[src/rtl/tile_req_join.sv]
// tile_req_join: joins NumPorts upstream request channels onto one downstream
// channel with round-robin arbitration, and routes the in-order responses back
// to the originating port via a tracking FIFO of granted port indices.
// Optional feature: define TILE_REQ_JOIN_ISOLATE_EN to add isolate_i/isolated_o.
module tile_req_join #(
    parameter int unsigned NumPorts       = 2,
    parameter int unsigned ReqWidth       = 64,
    parameter int unsigned RspWidth       = 64,
    parameter int unsigned MaxOutstanding = 4
) (
    input  logic                               clk_i,
    input  logic                               rst_ni,
    input  logic [NumPorts-1:0]                in_req_valid_i,
    output logic [NumPorts-1:0]                in_req_ready_o,
    input  logic [NumPorts-1:0][ReqWidth-1:0]  in_req_data_i,
    output logic                               out_req_valid_o,
    input  logic                               out_req_ready_i,
    output logic [ReqWidth-1:0]                out_req_data_o,
    input  logic                               out_rsp_valid_i,
    output logic                               out_rsp_ready_o,
    input  logic [RspWidth-1:0]                out_rsp_data_i,
    output logic [NumPorts-1:0]                in_rsp_valid_o,
    input  logic [NumPorts-1:0]                in_rsp_ready_i,
    output logic [NumPorts-1:0][RspWidth-1:0]  in_rsp_data_o
`ifdef TILE_REQ_JOIN_ISOLATE_EN
    ,
    input  logic                               isolate_i,
    output logic                               isolated_o
`endif
);

    localparam int unsigned PortW = $clog2(NumPorts);
    localparam int unsigned PtrW  = (MaxOutstanding > 1) ? $clog2(MaxOutstanding) : 1;
    localparam int unsigned CntW  = $clog2(MaxOutstanding + 1);

    logic [PortW-1:0] prio_q, prio_d;
    logic             lock_q, lock_d;
    logic [PortW-1:0] lock_port_q, lock_port_d;
    logic [PortW-1:0] fifo_q [MaxOutstanding];
    logic [PtrW-1:0]  wr_ptr_q, rd_ptr_q;
    logic [CntW-1:0]  cnt_q, cnt_d;

    logic [PortW-1:0] grant;
    logic             found;
    logic             full, empty;
    logic             req_hs, rsp_hs;
    logic [PortW-1:0] head;
    logic             iso_block;

`ifdef TILE_REQ_JOIN_ISOLATE_EN
    assign iso_block = isolate_i;
`else
    assign iso_block = 1'b0;
`endif

    assign full  = (cnt_q == CntW'(MaxOutstanding));
    assign empty = (cnt_q == '0);
    assign head  = fifo_q[rd_ptr_q];

    // Grant selection: a locked grant wins; otherwise first valid port from prio_q.
    always_comb begin
        int idx;
        grant = lock_port_q;
        found = lock_q;
        idx   = 0;
        if (!lock_q && !iso_block) begin
            for (int i = 0; i < int'(NumPorts); i++) begin
                idx = int'(prio_q) + i;
                if (idx >= int'(NumPorts)) idx = idx - int'(NumPorts);
                if (!found && in_req_valid_i[idx]) begin
                    found = 1'b1;
                    grant = PortW'(idx);
                end
            end
        end
    end

    // Request path: zero-latency forward of the granted port, gated by FIFO room.
    always_comb begin
        in_req_ready_o  = '0;
        out_req_valid_o = rst_ni && found && in_req_valid_i[grant] && !full;
        out_req_data_o  = in_req_data_i[grant];
        if (rst_ni && found && !full)
            in_req_ready_o[grant] = out_req_ready_i;
    end

    assign req_hs = out_req_valid_o && out_req_ready_i;

    // Response path: the FIFO head owns the response channel.
    always_comb begin
        in_rsp_valid_o = '0;
        if (!empty)
            in_rsp_valid_o[head] = out_rsp_valid_i;
        out_rsp_ready_o = !empty && in_rsp_ready_i[head];
    end

    assign in_rsp_data_o = {NumPorts{out_rsp_data_i}};
    assign rsp_hs        = out_rsp_valid_i && out_rsp_ready_o;

    // Next-state for arbitration pointer, lock and occupancy.
    always_comb begin
        prio_d      = prio_q;
        lock_d      = lock_q;
        lock_port_d = lock_port_q;
        cnt_d       = cnt_q;
        if (req_hs) begin
            lock_d = 1'b0;
            prio_d = (grant == PortW'(NumPorts - 1)) ? '0 : grant + 1'b1;
        end else if (out_req_valid_o) begin
            lock_d      = 1'b1;
            lock_port_d = grant;
        end
        if (req_hs && !rsp_hs)
            cnt_d = cnt_q + 1'b1;
        else if (!req_hs && rsp_hs)
            cnt_d = cnt_q - 1'b1;
    end

    // Arbitration state registers.
    always_ff @(posedge clk_i or negedge rst_ni) begin
        if (!rst_ni) begin
            prio_q      <= '0;
            lock_q      <= 1'b0;
            lock_port_q <= '0;
        end else begin
            prio_q      <= prio_d;
            lock_q      <= lock_d;
            lock_port_q <= lock_port_d;
        end
    end

    // Tracking FIFO of granted ports; pointers wrap at MaxOutstanding.
    always_ff @(posedge clk_i or negedge rst_ni) begin
        if (!rst_ni) begin
            for (int i = 0; i < int'(MaxOutstanding); i++) fifo_q[i] <= '0;
            wr_ptr_q <= '0;
            rd_ptr_q <= '0;
            cnt_q    <= '0;
        end else begin
            cnt_q <= cnt_d;
            if (req_hs) begin
                fifo_q[wr_ptr_q] <= grant;
                wr_ptr_q <= (wr_ptr_q == PtrW'(MaxOutstanding - 1)) ? '0 : wr_ptr_q + 1'b1;
            end
            if (rsp_hs)
                rd_ptr_q <= (rd_ptr_q == PtrW'(MaxOutstanding - 1)) ? '0 : rd_ptr_q + 1'b1;
        end
    end

`ifdef TILE_REQ_JOIN_ISOLATE_EN
    logic isolated_q;

    // Isolated once requested with no lock and nothing left outstanding.
    always_ff @(posedge clk_i or negedge rst_ni) begin
        if (!rst_ni) isolated_q <= 1'b0;
        else         isolated_q <= isolate_i && !lock_d && (cnt_d == '0);
    end

    assign isolated_o = isolated_q;
`endif

    // A response with nothing outstanding has no owner.
    rsp_when_empty: assert property (@(posedge clk_i) disable iff (!rst_ni)
        out_rsp_valid_i |-> !empty);

endmodule

[config.mk]
export PLATFORM = sky130hd
export DESIGN_NAME = tile_req_join
export DESIGN_NICKNAME = d
export VERILOG_FILES = /design/src/rtl/tile_req_join.sv
export SDC_FILE = /design/constraint.sdc
export NUM_CORES = 1
export LEC_CHECK = 0
export CAP_MARGIN = 10
export CORE_AREA = 2 2 157 159
export DETAILED_ROUTE_END_ITERATION = 8
export DIE_AREA = 0 0 159 161
export GPL_ROUTABILITY_DRIVEN = 1
export SLEW_MARGIN = 20
export SYNTH_ARGS = -nofsm -noshare
export SYNTH_HDL_FRONTEND = slang
export SYNTH_SLANG_ARGS = --single-unit
export TNS_END_PERCENT = 100
[constraint.sdc]
create_clock -name clk_i -period 2.63 [get_ports clk_i]
set_clock_uncertainty 0.15 [all_clocks]
set_input_delay 0.3945 -clock clk_i [delete_from_list [all_inputs] [get_ports clk_i]]
set_output_delay 0.3945 -clock clk_i [all_outputs]
set_load 0.01 [all_outputs]
# --- Yosys cells after proc, flatten, opt, wreduce, memory -nomap -nowiden ---
# Index checks and enable logic that the tools add are counted.
classes:
  n_addsub: 8
  mul: 0
  n_div: 0
  n_lt_le_gt_ge: 11
  n_eq_ne: 3
  shifts: 0
  n_mux: 42
  n_bitwise: 5
  n_reduce_logical: 24
op_table:
  columns: ["op", "n"]
  rows:
  - ["two-way mux 32 bit", 4]
  - ["two-way mux 64 bit", 2]
  - ["< comparator 32 x 3 -> 1 bit, second input constant", 2]
  - ["two-way mux 1 bit", 25]
  - ["logical AND 1 bit", 14]
  - ["two-way mux 2 bit", 4]
  - ["greater-or-equal comparator 3 bit, second input constant", 2]
  - ["logical NOT 1 bit", 6]
  - ["two-way mux 3 bit", 2]
  - ["inverter 2 -> 3 bit", 2]
  - ["adder 2 x 1 -> 2 bit, second input constant", 2]
  - ["AND 2 bit", 2]
  - ["bitwise mux 4 bit", 1]
  - ["== test 2 bit, second input constant", 2]
  - ["< comparator 1 x 2 -> 1 bit, second input constant", 2]
  - ["nonzero test 2 bit", 2]
  - ["adder 3 x 1 -> 3 bit, second input constant", 1]
  - ["== test 3 bit, second input constant", 1]
  - ["logical NOT 3 bit", 1]
  - ["< comparator 3 x 1 -> 1 bit, second input constant", 1]
  - ["subtractor 1 x 2 -> 3 bit, second input constant", 1]
  - ["subtractor 2 x 2 -> 3 bit, second input constant", 1]
  - ["subtractor 3 x 1 -> 3 bit, second input constant", 1]
  - ["adder 1 x 1 -> 2 bit, second input constant", 1]
  - ["other kinds (9)", 11]
word_totals:
  ff_bits: 14
  latchBits: 0
  ram_bits: 0
  rom_bits: 0
  input_bits: 200
  out_inout_bits: 198
  word_cells: 103
  n_memories: 0

# --- Logic depth before layout (Yosys ltp) ---
# Gate-level depths: netlist of the first run.
depth:
  word_depth: 22
  depth_mapped: 10
  ltp_nobuf: 10

# --- Worst setup path after synthesis of the first run ---
# Ideal clock, no wire load.
synth_path:
  path_kind: "flip-flop to flip-flop"
  start: "register lock_port_q"
  end: "register cnt_q[2]"
  setup_ps: 79
  arrival_time_ps: 2326
  slack_ps: 75
  path_stages_with_launch: 11
  synth_period_minus_slack_ps: 2555
  cell_sequence: "dfrtp_1 -> mux2i_1 -> a2111oi_4 -> nand2_4 -> inv_1 -> ha_1 -> inv_1 -> fa_1 -> xor2_1 -> nor2_1 -> xor2_1"
synth_via:
  elab_chain_cells: 11
  word_cells_on_any_way: 13
  classes_between: "mux: 6; reduce/logical: 7"
synth_rtl:
  columns: ["item", "line", "rtl"]
  rows:
  - ["from (decl)", "38", "logic [PortW-1:0] lock_port_q, lock_port_d;"]
  - ["from (signal assigned)", "128", "lock_port_q <= lock_port_d;"]
  - ["two-way mux 1 bit (2 in series)", "70", "if (!found && in_req_valid_i[idx]) begin"]
  - ["two-way mux 1 bit (*)", "66", "if (!lock_q && !iso_block) begin"]
  - ["two-way mux 1 bit (implied by the code) (*) (2 in series)", "81", "out_req_valid_o = rst_ni && found && in_req_valid_i[grant] && !full;"]
  - ["logical AND 1 bit (*) (2 in series)", "81", null]
  - ["via out_req_valid_o", "16", "output logic out_req_valid_o,"]
  - ["logical AND 1 bit (*)", "87", "assign req_hs = out_req_valid_o && out_req_ready_i;"]
  - ["via req_hs", "46", "logic req_hs, rsp_hs;"]
  - ["logical NOT 1 bit", "115", "else if (!req_hs && rsp_hs)"]
  - ["logical AND 1 bit", "115", null]
  - ["nonzero test 2 bit (no source line)", null, null]
  - ["to (signal assigned)", "140", "cnt_q <= cnt_d;"]
  - ["to (decl)", "41", "logic [CntW-1:0] cnt_q, cnt_d;"]
# Mark *: on every way through the listed nets, which the timed path passes. The rest lies on a longest branch. The select of a mux whose other input is x is not followed.
# A chain may end at the register's enable or synchronous reset.

# --- Worst setup path in the final report of the first run ---
layout_path:
  start: "register lock_q"
  end: "output out_req_data_o[59]"
layout_via:
  elab_chain_cells: 10
  word_cells_on_any_way: 11
  classes_between: "mux: 7; reduce/logical: 4"
layout_rtl:
  columns: ["item", "line", "rtl"]
  rows:
  - ["from (decl)", "37", "logic lock_q, lock_d;"]
  - ["from (signal assigned)", "127", "lock_q <= lock_d;"]
  - ["logical NOT 1 bit", "70", null]
  - ["logical AND 1 bit", "70", null]
  - ["two-way mux 1 bit", "70", null]
  - ["two-way mux 1 bit", "66", null]
  - ["logical NOT 1 bit", "70", null]
  - ["logical AND 1 bit", "70", null]
  - ["two-way mux 1 bit", "70", null]
  - ["two-way mux 1 bit (*)", "66", null]
  - ["two-way mux 64 bit (implied by the code) (*) (2 in series)", "82", "out_req_data_o = in_req_data_i[grant];"]
  - ["to (decl)", "18", "output logic [ReqWidth-1:0] out_req_data_o,"]
# Every way passes the cells marked *; elsewhere a longest branch is shown, timed or not. The select of a mux whose other input is x is not followed.

==> results_dict.tcl, run 1 <==
set metrics [dict create \
    status "finished clean" \
    antennaDiodeCount 0 \
    gr-total-overflow 0 \
    synth_top_area_frac 0.3732 \
    area.growth.synth_to_final_pct 72.50 \
    hold_path.class "input pin to async pin" \
    core_sq_um 23960 \
    synth_area_leaders "buf_4 (37%), mux2_2 (29%), dfrtp_1 (14%)" \
    worst_slack_ns 0.04501 \
    grt_pass1_vias 2560 \
    vias 2231 \
    post-dp-hpwl_um 7875 \
    rsz0062_at_grt "yes" \
    insertion_delay_ns 0.24 \
    setup_viol 0 \
    cts_buffers 3 \
    dp_slack_ns -0.3202 \
    grt.total_usage 0.07232 \
    syn_area_sq_um 2575 \
    synth_cell_types 26 \
    synth_seq_area_share 0.1361 \
    antenna_found_initial 0 \
    yosysWarnings 0 \
    die_x_um 159 \
    clk_pin_slew_ns 0.05 \
    portBuffers 205 \
    yosysMostFrequentCell "buf_4" \
    synthFlopType "dfrtp_1" \
    seq_area_sq_um 350.3 \
    wirelength_um 9813 \
    grt_first_pass_wirelength_um 14250 \
    nNetsFinal 591 \
    finalHoldViolCount 0 \
    htreeDepth 1 \
    slew_headroom 0.6777 \
    drc 0 \
    rows 57 \
    powerDensity_nw_per_um2 775.9 \
    worstMarginPinSlew_ns 0.4825 \
    place_inst 685 \
    cts.sinks 14 \
    worstPathArrival_ns 2.04 \
    fmax_ghz 0.3868 \
    fillers 2727 \
    ios 398 \
    hold_ws_ns 0.1940 \
    multiInputGateArea_sq_um 1226 \
    crit_required_ns 2.09 \
    netlist_top_cells_count "buf_4 (128), mux2_2 (67), dfrtp_1 (14), inv_1 (13)" \
    post-route-period-util 0.9829 \
    cellLeakagePower_nw 1.854 \
    synth_area_per_cell_sq_um 9.330 \
    drt_iter0_drc 22 \
    syn_nets 483 \
    async_flop_share 1.000 \
    setup_tns_ns 0 \
    synth_edf_count 0 \
    die_h_um 161 \
    die-area_sq_um 25600 \
    worstSetupEndpointType "output pin" \
    peakVddDrop_uv 327.5 \
    reg2reg_slack_ns 0.12 \
    start_util 0.1075 \
    synth.largest_area_cell "buf_4" \
    wl_per_cell_um 13.88 \
    yosys_register_bits 14 \
    drv_cap 0 \
    place_area_sq_um 4177 \
    p_total_mw 3.446 \
    layout-drive-gt1-share 0.3159 \
    final_core_util 0.1854 \
    grt_start_max_net_pins 15 \
    design_area_sq_um 4442 \
    synthCells 276 \
    postRouteAntennaNets 0 \
    path_class "flip-flop to output pin" \
    maxSlewViolCount 0 \
    tritoncts "done" \
    cp_max_fo 13 \
    vias_per_cell 3.156 \
    cp-start-kind "flip-flop" \
    dr.pass1.iters 3 \
    root_buffer "clkbuf_16" \
    finalCriticalPeriod_ns 2.585 \
    place_congestion 0.6493 \
    post_layout_nonfiller_instances 707 \
    cts_buffer_depth 2 \
]
[layout make-up]
cell class | instances | area share
Sequential cell | 14 | 0.07887
Clock buffer | 4 | 0.02000
Timing Repair Buffer | 238 | 0.5228
Tap cell | 324 | 0.09127
Inverter | 13 | 0.01099
Multi-Input combinational cell | 114 | 0.2761
[where the power goes]
part	switching, mW	internal, mW	total, mW
Clock	0.0867	0.230	0.317
Sequential	0.0925	0.323	0.416
Combinational	1.07	1.64	2.71
[worst max-delay path, cell delays in order (launching register included)]
cell           delay, ns
dfrtp_1             0.38
inv_2               0.10
nand2_2             0.09
a32o_4              0.35
buf_4               0.16
buf_12              0.14
mux2_2              0.27
dlygate4sd2_1       0.28
[layer usage]
metal	part of all wire	up-vias	track usage	wire, um
met4	0.017	0	0.02231	167
met5	0	-	0	0
li1	-	999	-	-
met3	0.15	11	0.04725	1480
met1	0.36	963	0.07651	3535
met2	0.47	258	0.1178	4629
[registers in the layout (all words and copies together), names as in the netlist]
register / count
lock_port_q: 1
cnt_q: 3
wr_ptr_q: 2
prio_q: 1
lock_q: 1
rd_ptr_q: 2
fifo_q: 4
[timing repair]
item / 4_1_cts / 5_1_grt
setup buffers: 12 / 4
cloned: 2 / 0
hold buffers: 0 / 0
gates resized for setup: 79 / 32
setup endpoints to repair: 68 / 20
pin swaps: 3 / 8
[logic make-up after synthesis]
family / share of synthesized area
xor+xnor: 0.01021
compound gates: 0.02090
mux: 0.3465
flops: 0.1361
buf+inv: 0.4072
fa+ha+maj: 0.03693
simple gates: 0.04228
[path summary, 6_finish.rpt]
kind / start / to / cells after the start
max reg2reg: rd_ptr_q[0] / cnt_q[2] / 10
max in group asynchronous: rst_ni / fifo_q[1] / 2
min in group clk_i: cnt_q[2] / cnt_q[2] / 1
max: lock_q / out_req_data_o[59] / 7
min: rst_ni / cnt_q[1] / 2
min reg2reg: cnt_q[2] / cnt_q[2] / 1
[cell usage in the layout, fill, tap and decap left out, types with 2 or more instances in the layout]
master / synthesis / routed
inv_2: 0 / 3
nand3_1: 4 / 4
buf_6: 0 / 4
dlymetal6s2s_1: 0 / 5
nand2_2: 0 / 2
nor2b_1: 3 / 3
ha_1: 6 / 5
clkdlybuf4s15_1: 0 / 22
dlygate4sd2_1: 0 / 42
nor2_1: 7 / 6
mux2_4: 3 / 3
mux2_2: 67 / 67
dfrtp_1: 14 / 14
buf_4: 128 / 25
mux2i_1: 7 / 6
inv_1: 13 / 10
xor2_1: 2 / 2
buf_8: 0 / 2
clkdlybuf4s50_1: 0 / 136
clkbuf_16: 0 / 3
(Power assumes the default switching activity.)
==> inputs of run 2 (changes only) <==
Settings changed: CORE_AREA 2 2 157 159 to 2 2 153 155, DIE_AREA 0 0 159 161 to 0 0 155 157, DONT_BUFFER_PORTS set to 1.
==> results_dict.tcl, run 2 (synthesis results as in run 1) <==
set metrics [dict create \
    status "finished clean" \
    fmax_ghz 0.3968 \
    p_total_mw 2.394 \
    postRouteAntennaNets 0 \
    layout-drive-gt1-share 0.5629 \
    peakVddDrop_uv 367.7 \
    tritoncts "done" \
    largest_reg_flops 4 \
    antenna_found_initial 0 \
    hold_ws_ns 0.1720 \
    clk_pin_slew_ns 0.05 \
    area.growth.synth_to_final_pct -18.22 \
    drt_iter0_drc 38 \
    finalCriticalPeriod_ns 2.520 \
    nNetsFinal 359 \
    wl_per_cell_um 21.63 \
    place_congestion 0.7723 \
    worstSetupEndpointType "flip-flop" \
    maxSlewViolCount 0 \
    insertion_delay_ns 0.25 \
    powerDensity_nw_per_um2 1137 \
    post_layout_nonfiller_instances 437 \
    place_inst 429 \
    grt_first_pass_wirelength_um 11030 \
    largest_register "fifo_q" \
    vias_per_cell 3.165 \
    rr_endpoint "cnt_q[2]" \
    finalHoldViolCount 0 \
    cts_buffers 3 \
    reg2reg_slack_ns 0.11 \
    cts_buffer_depth 2 \
    die-area_sq_um 24340 \
    design_area_sq_um 2106 \
    core_sq_um 22500 \
    ios 398 \
    drv_cap 0 \
    die_h_um 157 \
    wirelength_um 9454 \
    cts.sinks 14 \
    portBuffers 0 \
    crit_required_ns 2.65 \
    worst_slack_ns 0.1097 \
    timing.rr.start "rd_ptr_q[0]" \
    post-route-period-util 0.9583 \
    htreeDepth 1 \
    min_path_cells 2 \
    cp-start-kind "flip-flop" \
    grt.total_usage 0.06862 \
    hold_path.class "input pin to flip-flop" \
    slew_headroom 0.5567 \
    cp_max_fo 2 \
    final_cell_mix "mux2_2 (67), dfrtp_1 (14), inv_1 (13)" \
    top_regs "fifo_q x4, cnt_q x3" \
    worstPathArrival_ns 2.55 \
    dp_slack_ns 0.01723 \
    final_core_util 0.09358 \
    worstRegToRegCells 10 \
    drc 0 \
    worstMarginPinSlew_ns 0.6628 \
    setup_tns_ns 0 \
    crit_end "cnt_q[2]" \
    rsz0062_at_grt "no" \
    crit_path_start "rd_ptr_q[0]" \
    start_util 0.1144 \
    cellLeakagePower_nw 0.7788 \
    place_area_sq_um 1986 \
    grt_start_max_net_pins 62 \
    dr.pass1.iters 3 \
    die_x_um 155 \
    path_class "flip-flop to flip-flop" \
    rows 55 \
    grt_pass1_vias 1350 \
    root_buffer "clkbuf_16" \
    post-dp-hpwl_um 8446 \
    vias 1383 \
    gr-total-overflow 0 \
    final_common_cell "mux2_2" \
    setup_viol 0 \
]
-- run 2: changes by cell type in the layout (fill, tap and decap cells not counted), moves of 4 or more --
cell / delta
buf_6: -4
buf_4: -20
clkdlybuf4s15_1: -22
dlygate4sd2_1: -42
dlymetal6s2s_1: -5
clkdlybuf4s50_1: -136
-- run 2: layer usage --
layer / GRT usage / share of wire / vias up
li1: - / - / 537
met1: 0.07264 / 0.35 / 574
met2: 0.08550 / 0.39 / 254
met3: 0.07104 / 0.22 / 16
met4: 0.02866 / 0.031 / 2
met5: 0.02277 / 0.0084 / -
-- run 2: worst min path at each step --
| stage | start | to |
|---|---|---|
| detailed placement | rst_ni | rd_ptr_q[1] |
| global placement | rst_ni | rd_ptr_q[1] |
| global route | out_req_ready_i | lock_port_q |
| floorplan | rst_ni | cnt_q[0] |
| finish | out_req_ready_i | lock_port_q |
| CTS | out_req_ready_i | lock_port_q |
-- run 2: critical path: stages, from the launching register on --
cell,delay [ns]
dfrtp_1,0.36
mux4_2,0.54
mux2i_2,0.22
nor2_1,0.09
inv_1,0.06
ha_1,0.17
inv_1,0.06
fa_1,0.37
xor2_1,0.17
nor2_1,0.12
xor2_1,0.15
-- run 2: timing repair --
| item | 4_1_cts | 5_1_grt |
|---|---|---|
| resized for setup | 0 | 1 |
| setup endpoints to repair | 0 | 2 |
| hold endpoints to repair | 14 | 0 |
| setup buffers | 0 | 2 |
| hold buffers | 1 | 0 |
-- run 2: area by class of cell --
cell class / instances / area [sq um]
tap: 285 / 356.6
inverter: 13 / 48.80
clock buffer: 4 / 88.84
sequential: 14 / 350.3
timing repair buffer: 7 / 67.56
fill: 2567 / 20400
antenna: 1 / 2.502
multi-input combinational: 113 / 1191
-- run 2: power breakdown --
group	internal (mW)	switching, mW	leakage (nW)	total, mW
logic	0.754	0.903	0.576	1.66
registers	0.323	0.0912	0.158	0.414
clock network	0.231	0.0930	0.0442	0.324
total	1.31	1.09	0.779	2.39
==> inputs of run 3 (changes only) <==
Settings changed: SLEW_MARGIN 20 to not set.
==> results of run 3 <==
Final layout, timing and power as in run 2 (identical DEF).
